File: src/rtl/plotter_pkg.sv
// Shared plotter definitions: screen defaults, coordinate width helper and
// the arbiter state encoding.
package plotter_pkg;

    localparam int HOR_ACTIVE_PIXELS_DEF = 640;
    localparam int VER_ACTIVE_PIXELS_DEF = 480;

    typedef enum logic [1:0] {
        ST_IDLE  = 2'd0,
        ST_ISSUE = 2'd1,
        ST_WAIT  = 2'd2
    } arb_state_e;

    function automatic int coord_width(input int pixels);
        return $clog2(pixels);
    endfunction

endpackage

File: src/rtl/line_drawer_arbiter_rr_picker.sv
// Combinational round-robin selector: first pending requester found after
// last_grant, wrapping modulo REQUESTERS.
module rr_picker #(
    parameter int REQUESTERS = 2,
    localparam int ID_WIDTH = $clog2(REQUESTERS)
) (
    input  logic [REQUESTERS-1:0] pending,
    input  logic [ID_WIDTH-1:0]   last_grant,
    output logic [ID_WIDTH-1:0]   winner,
    output logic                  any
);

    localparam logic [ID_WIDTH:0] REQ_W = (ID_WIDTH + 1)'(REQUESTERS);

    logic [ID_WIDTH:0]   sum;
    logic [ID_WIDTH-1:0] idx;
    logic                found;

    always_comb begin
        winner = '0;
        found  = 1'b0;
        sum    = '0;
        idx    = '0;
        // Offsets 1..REQUESTERS; the last one revisits last_grant itself.
        for (int i = 1; i <= REQUESTERS; i++) begin
            sum = {1'b0, last_grant} + (ID_WIDTH + 1)'(i);
            if (sum >= REQ_W) begin
                sum = sum - REQ_W;
            end
            idx = ID_WIDTH'(sum);
            if (!found && pending[idx]) begin
                found  = 1'b1;
                winner = idx;
            end
        end
        any = |pending;
    end

endmodule

File: src/rtl/line_drawer_arbiter.sv
// Shares one line_drawer between several masters: per-master request latch,
// round-robin grant, and a start/ready handshake toward the drawer.
module line_drawer_arbiter
    import plotter_pkg::*;
#(
    parameter int HOR_ACTIVE_PIXELS = HOR_ACTIVE_PIXELS_DEF,
    parameter int VER_ACTIVE_PIXELS = VER_ACTIVE_PIXELS_DEF,
    parameter int REQUESTERS        = 2,
    localparam int X_WIDTH  = coord_width(HOR_ACTIVE_PIXELS),
    localparam int Y_WIDTH  = coord_width(VER_ACTIVE_PIXELS),
    localparam int ID_WIDTH = $clog2(REQUESTERS)
) (
    input  logic                          clk,
    input  logic                          reset,
    input  logic [REQUESTERS-1:0]         req_start,
    output logic [REQUESTERS-1:0]         req_ready,
    input  logic [REQUESTERS*X_WIDTH-1:0] req_x1,
    input  logic [REQUESTERS*X_WIDTH-1:0] req_x2,
    input  logic [REQUESTERS*Y_WIDTH-1:0] req_y1,
    input  logic [REQUESTERS*Y_WIDTH-1:0] req_y2,
    output logic [X_WIDTH-1:0]            x1,
    output logic [X_WIDTH-1:0]            x2,
    output logic [Y_WIDTH-1:0]            y1,
    output logic [Y_WIDTH-1:0]            y2,
    output logic                          line_drawer_start,
    input  logic                          line_drawer_ready,
    output logic [ID_WIDTH-1:0]           grant,
    output logic                          busy
);

    arb_state_e state_q, state_d;

    logic [REQUESTERS-1:0] pending_q, pending_d;
    logic [X_WIDTH-1:0]    lat_x1_q [REQUESTERS];
    logic [X_WIDTH-1:0]    lat_x1_d [REQUESTERS];
    logic [X_WIDTH-1:0]    lat_x2_q [REQUESTERS];
    logic [X_WIDTH-1:0]    lat_x2_d [REQUESTERS];
    logic [Y_WIDTH-1:0]    lat_y1_q [REQUESTERS];
    logic [Y_WIDTH-1:0]    lat_y1_d [REQUESTERS];
    logic [Y_WIDTH-1:0]    lat_y2_q [REQUESTERS];
    logic [Y_WIDTH-1:0]    lat_y2_d [REQUESTERS];

    logic [X_WIDTH-1:0]  x1_q, x1_d, x2_q, x2_d;
    logic [Y_WIDTH-1:0]  y1_q, y1_d, y2_q, y2_d;
    logic [ID_WIDTH-1:0] grant_q, grant_d;
    logic [ID_WIDTH-1:0] last_grant_q, last_grant_d;
    logic                busy_q, busy_d;
    logic                start_q, start_d;

    logic [ID_WIDTH-1:0] winner;
    logic                any_pending;

    rr_picker #(
        .REQUESTERS (REQUESTERS)
    ) u_rr_picker (
        .pending    (pending_q),
        .last_grant (last_grant_q),
        .winner     (winner),
        .any        (any_pending)
    );

    always_comb begin
        state_d      = state_q;
        pending_d    = pending_q;
        lat_x1_d     = lat_x1_q;
        lat_x2_d     = lat_x2_q;
        lat_y1_d     = lat_y1_q;
        lat_y2_d     = lat_y2_q;
        x1_d         = x1_q;
        x2_d         = x2_q;
        y1_d         = y1_q;
        y2_d         = y2_q;
        grant_d      = grant_q;
        last_grant_d = last_grant_q;
        busy_d       = busy_q;
        start_d      = 1'b0;

        for (int i = 0; i < REQUESTERS; i++) begin
            if (req_start[i] && !pending_q[i]) begin
                pending_d[i] = 1'b1;
                lat_x1_d[i]  = req_x1[i*X_WIDTH +: X_WIDTH];
                lat_x2_d[i]  = req_x2[i*X_WIDTH +: X_WIDTH];
                lat_y1_d[i]  = req_y1[i*Y_WIDTH +: Y_WIDTH];
                lat_y2_d[i]  = req_y2[i*Y_WIDTH +: Y_WIDTH];
            end
        end

        case (state_q)
            ST_IDLE: begin
                // Waiting on ready here lets a line that survived a reset finish.
                if (line_drawer_ready && any_pending) begin
                    x1_d    = lat_x1_q[winner];
                    x2_d    = lat_x2_q[winner];
                    y1_d    = lat_y1_q[winner];
                    y2_d    = lat_y2_q[winner];
                    grant_d = winner;
                    busy_d  = 1'b1;
                    start_d = 1'b1;
                    state_d = ST_ISSUE;
                end
            end
            ST_ISSUE: begin
                state_d = ST_WAIT;
            end
            ST_WAIT: begin
                if (line_drawer_ready) begin
                    pending_d[grant_q] = 1'b0;
                    last_grant_d       = grant_q;
                    busy_d             = 1'b0;
                    state_d            = ST_IDLE;
                end
            end
            default: begin
                state_d = ST_IDLE;
            end
        endcase
    end

    always_ff @(posedge clk or posedge reset) begin
        if (reset) begin
            state_q      <= ST_IDLE;
            pending_q    <= '0;
            lat_x1_q     <= '{default: '0};
            lat_x2_q     <= '{default: '0};
            lat_y1_q     <= '{default: '0};
            lat_y2_q     <= '{default: '0};
            x1_q         <= '0;
            x2_q         <= '0;
            y1_q         <= '0;
            y2_q         <= '0;
            grant_q      <= '0;
            last_grant_q <= ID_WIDTH'(REQUESTERS - 1);
            busy_q       <= 1'b0;
            start_q      <= 1'b0;
        end else begin
            state_q      <= state_d;
            pending_q    <= pending_d;
            lat_x1_q     <= lat_x1_d;
            lat_x2_q     <= lat_x2_d;
            lat_y1_q     <= lat_y1_d;
            lat_y2_q     <= lat_y2_d;
            x1_q         <= x1_d;
            x2_q         <= x2_d;
            y1_q         <= y1_d;
            y2_q         <= y2_d;
            grant_q      <= grant_d;
            last_grant_q <= last_grant_d;
            busy_q       <= busy_d;
            start_q      <= start_d;
        end
    end

    assign req_ready         = ~pending_q;
    assign x1                = x1_q;
    assign x2                = x2_q;
    assign y1                = y1_q;
    assign y2                = y2_q;
    assign grant             = grant_q;
    assign busy              = busy_q;
    assign line_drawer_start = start_q;

endmodule

File: config.mk
export PLATFORM = sky130hd
export DESIGN_NAME = line_drawer_arbiter
export DESIGN_NICKNAME = d
export VERILOG_FILES = /design/src/rtl/plotter_pkg.sv /design/src/rtl/line_drawer_arbiter_rr_picker.sv /design/src/rtl/line_drawer_arbiter.sv
export SDC_FILE = /design/constraint.sdc
export NUM_CORES = 1
export LEC_CHECK = 0
export BUFFER_PORTS_ARGS = -buffer_cell sky130_fd_sc_hd__buf_2
export CORE_UTILIZATION = 50
export CTS_BUF_LIST = sky130_fd_sc_hd__clkbuf_16
export DETAILED_ROUTE_END_ITERATION = 7
export PLACE_DENSITY = 0.82
export SLEW_MARGIN = 30
export SYNTH_ARGS = -nofsm -noshare
export SYNTH_HDL_FRONTEND = slang
export SYNTH_SLANG_ARGS = --single-unit
export TNS_END_PERCENT = 50
File: constraint.sdc
create_clock -name clk -period 5.18 [get_ports clk]
set_input_delay 1.036 -clock clk [delete_from_list [all_inputs] [get_ports clk]]
set_output_delay 1.036 -clock clk [all_outputs]
set_load 0.02 [all_outputs]
==> results of run 1 <==
## logic make-up (layout without fill, tap and decap cells)
| group | count (synthesis) | after routing | share of synthesized area, % |
|---|---|---|---|
| muxes | 155 | 155 | 35.8 |
| buffers and inverters | 20 | 164 | 2.12 |
| AOI/OAI and AO/OA | 4 | 4 | 0.642 |
| and+or+nand+nor | 10 | 10 | 1.16 |
| DFF | 122 | 122 | 60.3 |
## critical path: stages
cell and delay [ns]:
buf_2 0.10, nand2b_1 0.12, nor3_4 0.74, buf_4 0.51
mux2_2 0.39
## registers in the layout, indices dropped and copies added (netlist names)
register / count
lat_x1_q: 20
lat_x2_q: 20
lat_y1_q: 18
lat_y2_q: 18
x1: 10
x2: 10
y1: 9
y2: 9
pending_q: 2
state_q: 2
busy: 1
grant: 1
last_grant_q: 1
line_drawer_start: 1
## final cells by class
cell class	count	area (sq um)
clock buffers	17	425
inverters	4	20.0
clock inverters	15	183
repair buffers	128	673
well taps	133	166
multi-input cells	169	1930
fillers	738	3320
flip-flops and latches	122	3050
## report_power, final
part	leakage, nW	internal, mW	switching (mW)	total, mW
logic	1.29	0.947	0.723	1.67
clock network	0.296	0.796	0.411	1.21
registers	1.46	1.44	0.266	1.71
total	3.05	3.18	1.40	4.58
## per-layer routing
| metal | GRT usage (%) | up-vias | part of all wire [%] |
|---|---|---|---|
| met4 | 6.92 | 0 | 1.0 |
| met5 | 0 | - | 0 |
| met1 | 26.2 | 1535 | 44 |
| met2 | 33.8 | 99 | 48 |
| met3 | 9.02 | 13 | 7.3 |
| li1 | - | 1376 | - |
## path summary, 6_finish.rpt
check                               end
setup / recovery                  x2[2]
hold / removal               state_q[1]
setup reg to reg                  x1[8]
hold reg to reg              state_q[1]
max in group asynchronous  lat_y1_q[14]
min in group asynchronous         y1[2]
## through the flow
stage	std cells	util [%]	power [mW]	setup WS, ns	hold WS, ns
2_1_floorplan	311	-	2.95	0.903	0.455
3_3_place_gp	555	59.5	3.30	2.19	0.464
3_5_place_dp	556	59.8	3.39	2.13	0.481
4_1_cts	588	66.0	4.63	2.54	0.486
5_1_grt	588	66.0	4.84	2.45	0.512
6_report	588	66.0	4.58	2.55	0.480
## placed cells by master, fill, tap and decap left out, drive strengths merged
cell	Yosys	layout
inv	4	5
o21a	1	1
nand3b	1	1
nor2	3	3
bufinv	0	4
nor3	2	2
clkbuf	0	17
o22a	1	1
clkinv	0	8
nand2b	2	2
clkinvlp	0	2
nor2b	2	2
a21oi	1	1
a21boi	1	1
dfstp	1	1
mux2	154	154
mux2i	1	1
buf	16	128
dfrtp	121	121
==> flow_summary_export.csv, run 1 <==
group,metric,value,unit
global_routing,gr-usage-all-layers,21.2,%
worst_setup_path,r2r_cells,4,
min_path,min_from,"state_q[0]",
worst_setup_path,critPathLaunchType,"input port",
cells_and_area,drive_gt1_share,69.2,%
timing,fin_crit,2.63,ns
drt,postRouteAntennaNets,0,
cells_and_area,finalNetCount,523,
synthesis,netlist_top_cells_count,"mux2_2 (135), dfrtp_1 (121), mux2_4 (18), buf_2 (14), inv_1 (4)",
drt,drtPass1Iterations,4,
synthesis,avgSynthCellArea,16.3,sq um
cts,hold_buffers,0,
worst_setup_path,end_kind,"flip-flop",
timing,layout_worst_path_cycle_share,50.7,%
die,ios,124,
worst_setup_path,worstPathArrival,2.90,ns
cts,cts_htree_levels,4,
min_path,hold_depth,1,
cells_and_area,final_area,6450,sq um
placed_design,io_buffers,123,
die,die_y,103,um
status,status,"complete, no violations",
synthesis,yosysUniqueCellTypes,19,
worst_setup_path,critical_path_required,5.46,ns
timing,finalHoldViolCount,0,
worst_setup_path,criticalPathCategory,"input port to flip-flop",
timing,max_slew_margin,41.3,%
global_routing,grt_pass1_vias,3265,
timing,clock.fmax,381,MHz
cts,clk_latency,0.40,ns
synthesis,synth_fp_nets,392,
power,powerDensity,710,nW/um^2
synthesis,synth_warnings,0,
die,num_rows,36,
cts,clk_path_buf_depth,2,
worst_setup_path,startpoint,"line_drawer_ready",
drt,drcViolationCount,0,
drt,drt_iter0_markers,54,
timing,finClkSkew,0.00861,ns
timing,tns,0,ns
synthesis,yosysMostFrequentCell,"mux2_2",
global_routing,grt-ovfl-total,0,
worst_setup_path,reg2reg_from,"pending_q[1]",
synthesis,synth_area_leaders,"dfrtp_1 (60%), mux2_2 (30%), mux2_4 (5.3%)",
cells_and_area,diodes,0,
die,dieWidth,103,um
flow_run,drv_cap,0,
cells_and_area,area_growth,27.4,%
cts,cts_resized,0,
power,ir_worst_vdd,0.000371,V
cts,clk_pin_slew,0.05,ns
drt,routed_wl,10.3,mm
placed_design,gp_congestion,0.684,
die,die-area,10500,sq um
synthesis,syn_inst,311,
synthesis,ys.flop_type,"dfrtp_1",
global_routing,grt_pass1_wl,16.3,mm
timing,setup_viol,0,
cts,cts_buffers,17,
timing,finalMaxSlewViolations,0,
cts,cts_root_buf,"clkbuf_16",
worst_setup_path,worstPathMaxFanout,24,
global_routing,grt_max_degree,88,
synthesis,synth_area,5060,sq um
synthesis,synth_edf_count,0,
die,floorplan.initialDensity,51.8,%
drt,vias_per_cell,5.14,
timing,worstMarginPinSlew,0.878,ns
worst_setup_path,r2r_setup_slack,2.74,ns
min_path,min_path_type,"flip-flop to flip-flop",
cts,cts_tree,"done",
power,p_leak,3.05,nW
die,coreArea,9770,sq um
synthesis,async_reset_ff_share,100,%
timing,rsz0062_at_grt,"false",
synthesis,synth_area_leader_cell,"dfrtp_1",
synthesis,ys_seq_area_share,60.3,%
placed_design,hpwl,6.66,mm
cts,cts.sinks,122,
global_routing,antenna_found_initial,0,
cts,postCtsSetupRepairBufs,0,
synthesis,yosysTopAreaCellShare,59.8,%
drt,wire_per_inst,17.5,um
synthesis,ys_seq_elements,122,
placed_design,place_area,5850,sq um
drt,vias,3023,
(Power assumes the default switching activity.)
==> run 2, diff against run 1 <==
--- a/config.mk
+++ b/config.mk
@@ -5,8 +5,9 @@
 export SDC_FILE = /design/constraint.sdc
 export NUM_CORES = 1
 export LEC_CHECK = 0
+export ABC_AREA = 1
 export BUFFER_PORTS_ARGS = -buffer_cell sky130_fd_sc_hd__buf_2
-export CORE_UTILIZATION = 50
+export CORE_UTILIZATION = 48
 export CTS_BUF_LIST = sky130_fd_sc_hd__clkbuf_16
 export DETAILED_ROUTE_END_ITERATION = 7
 export PLACE_DENSITY = 0.82
==> constraint.sdc (replaced) <==
create_clock -name clk -period 2.4 [get_ports clk]
set_input_delay 0.48 -clock clk [delete_from_list [all_inputs] [get_ports clk]]
set_output_delay 0.48 -clock clk [all_outputs]
set_load 0.02 [all_outputs]
==> run 2 against run 1 <==
  * Sequential share of layout area fell by 0.90 points
  * Via count rose by 58%
  * Clock skew fell by 0.0023 ns
  * Combinational power rose by 86%
  * Largest cell class unchanged
  * Worst setup slack got worse by 2.2 ns
  * Clock power rose by 95%
  * Flip-flop and latch count did not move
  * Global-route usage rose by 5.3 points
  * Hold slack got worse by 0.29 ns
==> flow_summary_export.csv, run 2 <==
group,metric,value,unit
status,status,"complete, no violations",
cts,cts_htree_levels,4,
drt,wire_per_inst,15.1,um
placed_design,io_buffers,123,
cts,clk_latency,0.42,ns
cells_and_area,layout_commonest_cell,"nand2_1",
drt,drcViolationCount,0,
cells_and_area,reg.largest.list,"lat_x1_q: 20 flops, lat_x2_q: 20 flops",
global_routing,grt_pass1_wl,22.7,mm
global_routing,grt-ovfl-total,0,
global_routing,grt_pass1_vias,4672,
cts,cts.sinks,122,
synthesis,ys.flop_type,"dfrtp_1",
worst_setup_path,end_kind,"output pin",
synthesis,synth_warnings,0,
drt,postRouteAntennaNets,0,
synthesis,synth_edf_count,0,
synthesis,netlist_top_cells_count,"nand2_1 (353), dfrtp_1 (121), nand3_1 (115), buf_2 (24), buf_4 (10)",
flow_run,drv_cap,0,
synthesis,synth_area_leaders,"dfrtp_1 (57%), nand2_1 (25%), nand3_1 (11%)",
drt,routed_wl,14.0,mm
worst_setup_path,crit_path_top_delay_cell,"dfrtp_1",
timing,max_slew_margin,51.0,%
synthesis,synth_area_leader_cell,"dfrtp_1",
cells_and_area,fillerInstances,953,
die,num_rows,38,
cts,cts_root_buf,"clkbuf_16",
cts,hold_buffers,0,
timing,finClkSkew,0.00629,ns
die,die_y,107,um
synthesis,yosysTopAreaCellShare,57.0,%
min_path,min_path_type,"input port to async pin",
cts,postCtsSetupRepairBufs,0,
synthesis,synth_area,5310,sq um
synthesis,yosysMostFrequentCell,"nand2_1",
synthesis,async_reset_ff_share,100,%
drt,vias,4764,
timing,fin_crit,2.05,ns
power,p_leak,3.77,nW
synthesis,avgSynthCellArea,8.09,sq um
timing,clock.fmax,488,MHz
power,ir_worst_vdd,0.000634,V
synthesis,ys_seq_elements,122,
worst_setup_path,worstPathMaxFanout,15,
cells_and_area,area_growth,23.9,%
global_routing,gr-usage-all-layers,26.5,%
synthesis,yosysUniqueCellTypes,17,
cells_and_area,layout_common_cells,"nand2_1 (353), buf_2 (123), dfrtp_1 (121), nand3_1 (115), clkbuf_16 (17)",
global_routing,antenna_found_initial,0,
global_routing,grt_max_degree,40,
placed_design,hpwl,8.76,mm
timing,rsz0062_at_grt,"false",
power,powerDensity,1360,nW/um^2
worst_setup_path,critical_path_required,1.92,ns
die,die-area,11500,sq um
timing,setup_viol,0,
cts,clk_path_buf_depth,2,
die,ios,124,
cts,cts_tree,"done",
timing,layout_worst_path_cycle_share,85.3,%
timing,tns,0,ns
drt,vias_per_cell,5.16,
drt,drtPass1Iterations,5,
synthesis,ys_seq_area_share,57.5,%
placed_design,gp_congestion,0.756,
worst_setup_path,crit_chain,"inv_1 > buf_4 > buf_2",
timing,worstMarginPinSlew,0.734,ns
cts,cts_resized,0,
timing,finalMaxSlewViolations,0,
die,floorplan.initialDensity,49.2,%
timing,finalHoldViolCount,0,
worst_setup_path,criticalPathCategory,"flip-flop to output pin",
worst_setup_path,slowest_delay,0.61,ns
synthesis,synth_fp_nets,737,
cts,cts_buffers,17,
cts,clk_pin_slew,0.06,ns
die,dieWidth,107,um
cells_and_area,drive_gt1_share,22.7,%
cells_and_area,diodes,0,
worst_setup_path,worstPathArrival,1.57,ns
cells_and_area,finalNetCount,851,
synthesis,syn_inst,656,
worst_setup_path,critPathLaunchType,"flip-flop",
timing,hold_slack,0.187,ns
drt,drt_iter0_markers,227,
die,coreArea,10800,sq um
[run 2: changes by cell type in the layout (fill, tap and decap cells not counted), sizes merged, moves of 3 or more]
| cell | change |
|---|---|
| buf | +12 |
| bufinv | -3 |
| clkinvlp | +4 |
| mux2 | -154 |
| nand2 | +353 |
| nand3 | +116 |
| o21ai | +5 |
[run 2: kinds of logic after synthesis]
kind of cell | share of synthesized area [%]
and+or+nand+nor | 36.5
buffers and inverters | 5.30
AOI/OAI and AO/OA | 0.636
DFF | 57.5
[run 2: power by group]
group | internal, mW | total [mW] | switching (mW)
Combinational | 1.04 | 3.11 | 2.07
Sequential | 2.95 | 3.49 | 0.532
Clock | 1.41 | 2.36 | 0.946
Total | 5.41 | 8.96 | 3.55
[run 2: stage by stage]
| stage | setup slack [ns] | area (sq um) | std cells | power [mW] | util, % |
|---|---|---|---|---|---|
| final | 0.352 | 6580 | 923 | 8.96 | 61.0 |
| after global routing | 0.244 | 6580 | 923 | 9.59 | 61.0 |
| after CTS | 0.356 | 6580 | 923 | 8.99 | 61.0 |
| after detailed placement | 0.618 | 6020 | 891 | 6.56 | 55.8 |
| after global placement | 0.721 | 6020 | 891 | 6.43 | 55.8 |
| after floorplan | 0.423 | 5310 | 656 | 5.65 | - |
[run 2: path summary, 6_finish.rpt]
path	start	endpoint	slack, ns	cells past startpoint
min in group clk	req_y2[14]	lat_y2_q[5]	0.29	3
worst max register to register	pending_q[1]	y2[6]	0.62	6
worst max-delay path	pending_q[1]	req_ready[1]	0.35	3
worst min register to register	lat_x1_q[14]	lat_x1_q[14]	0.47	2
worst min-delay path	reset	lat_y1_q[10]	0.19	2
max in group asynchronous	reset	lat_y2_q[9]	1.53	3
[run 2: layout make-up]
class                   count  area, sq um  share of cell area, %
repair buffers            140          781                   11.9
multi-input cells         481         1980                   30.1
inverters                   8         33.8                  0.514
flip-flops and latches    122         3050                   46.4
clock inverters            15          130                   1.98
well taps                 140          175                   2.66
clock buffers              17          425                   6.47
[run 2: critical path, delay by kind of cell (launching register included)]
family / cells / cell delay (ns)
flops: 1 / 0.61
buf+inv: 3 / 0.53
[run 2: metal layers]
layer	vias to the layer above	track usage (%)	routed length, um
li1	2292	-	-
met1	2247	32.8	5810
met5	-	0	0
met2	203	44.9	6920
met3	22	6.99	992
met4	0	9.10	246
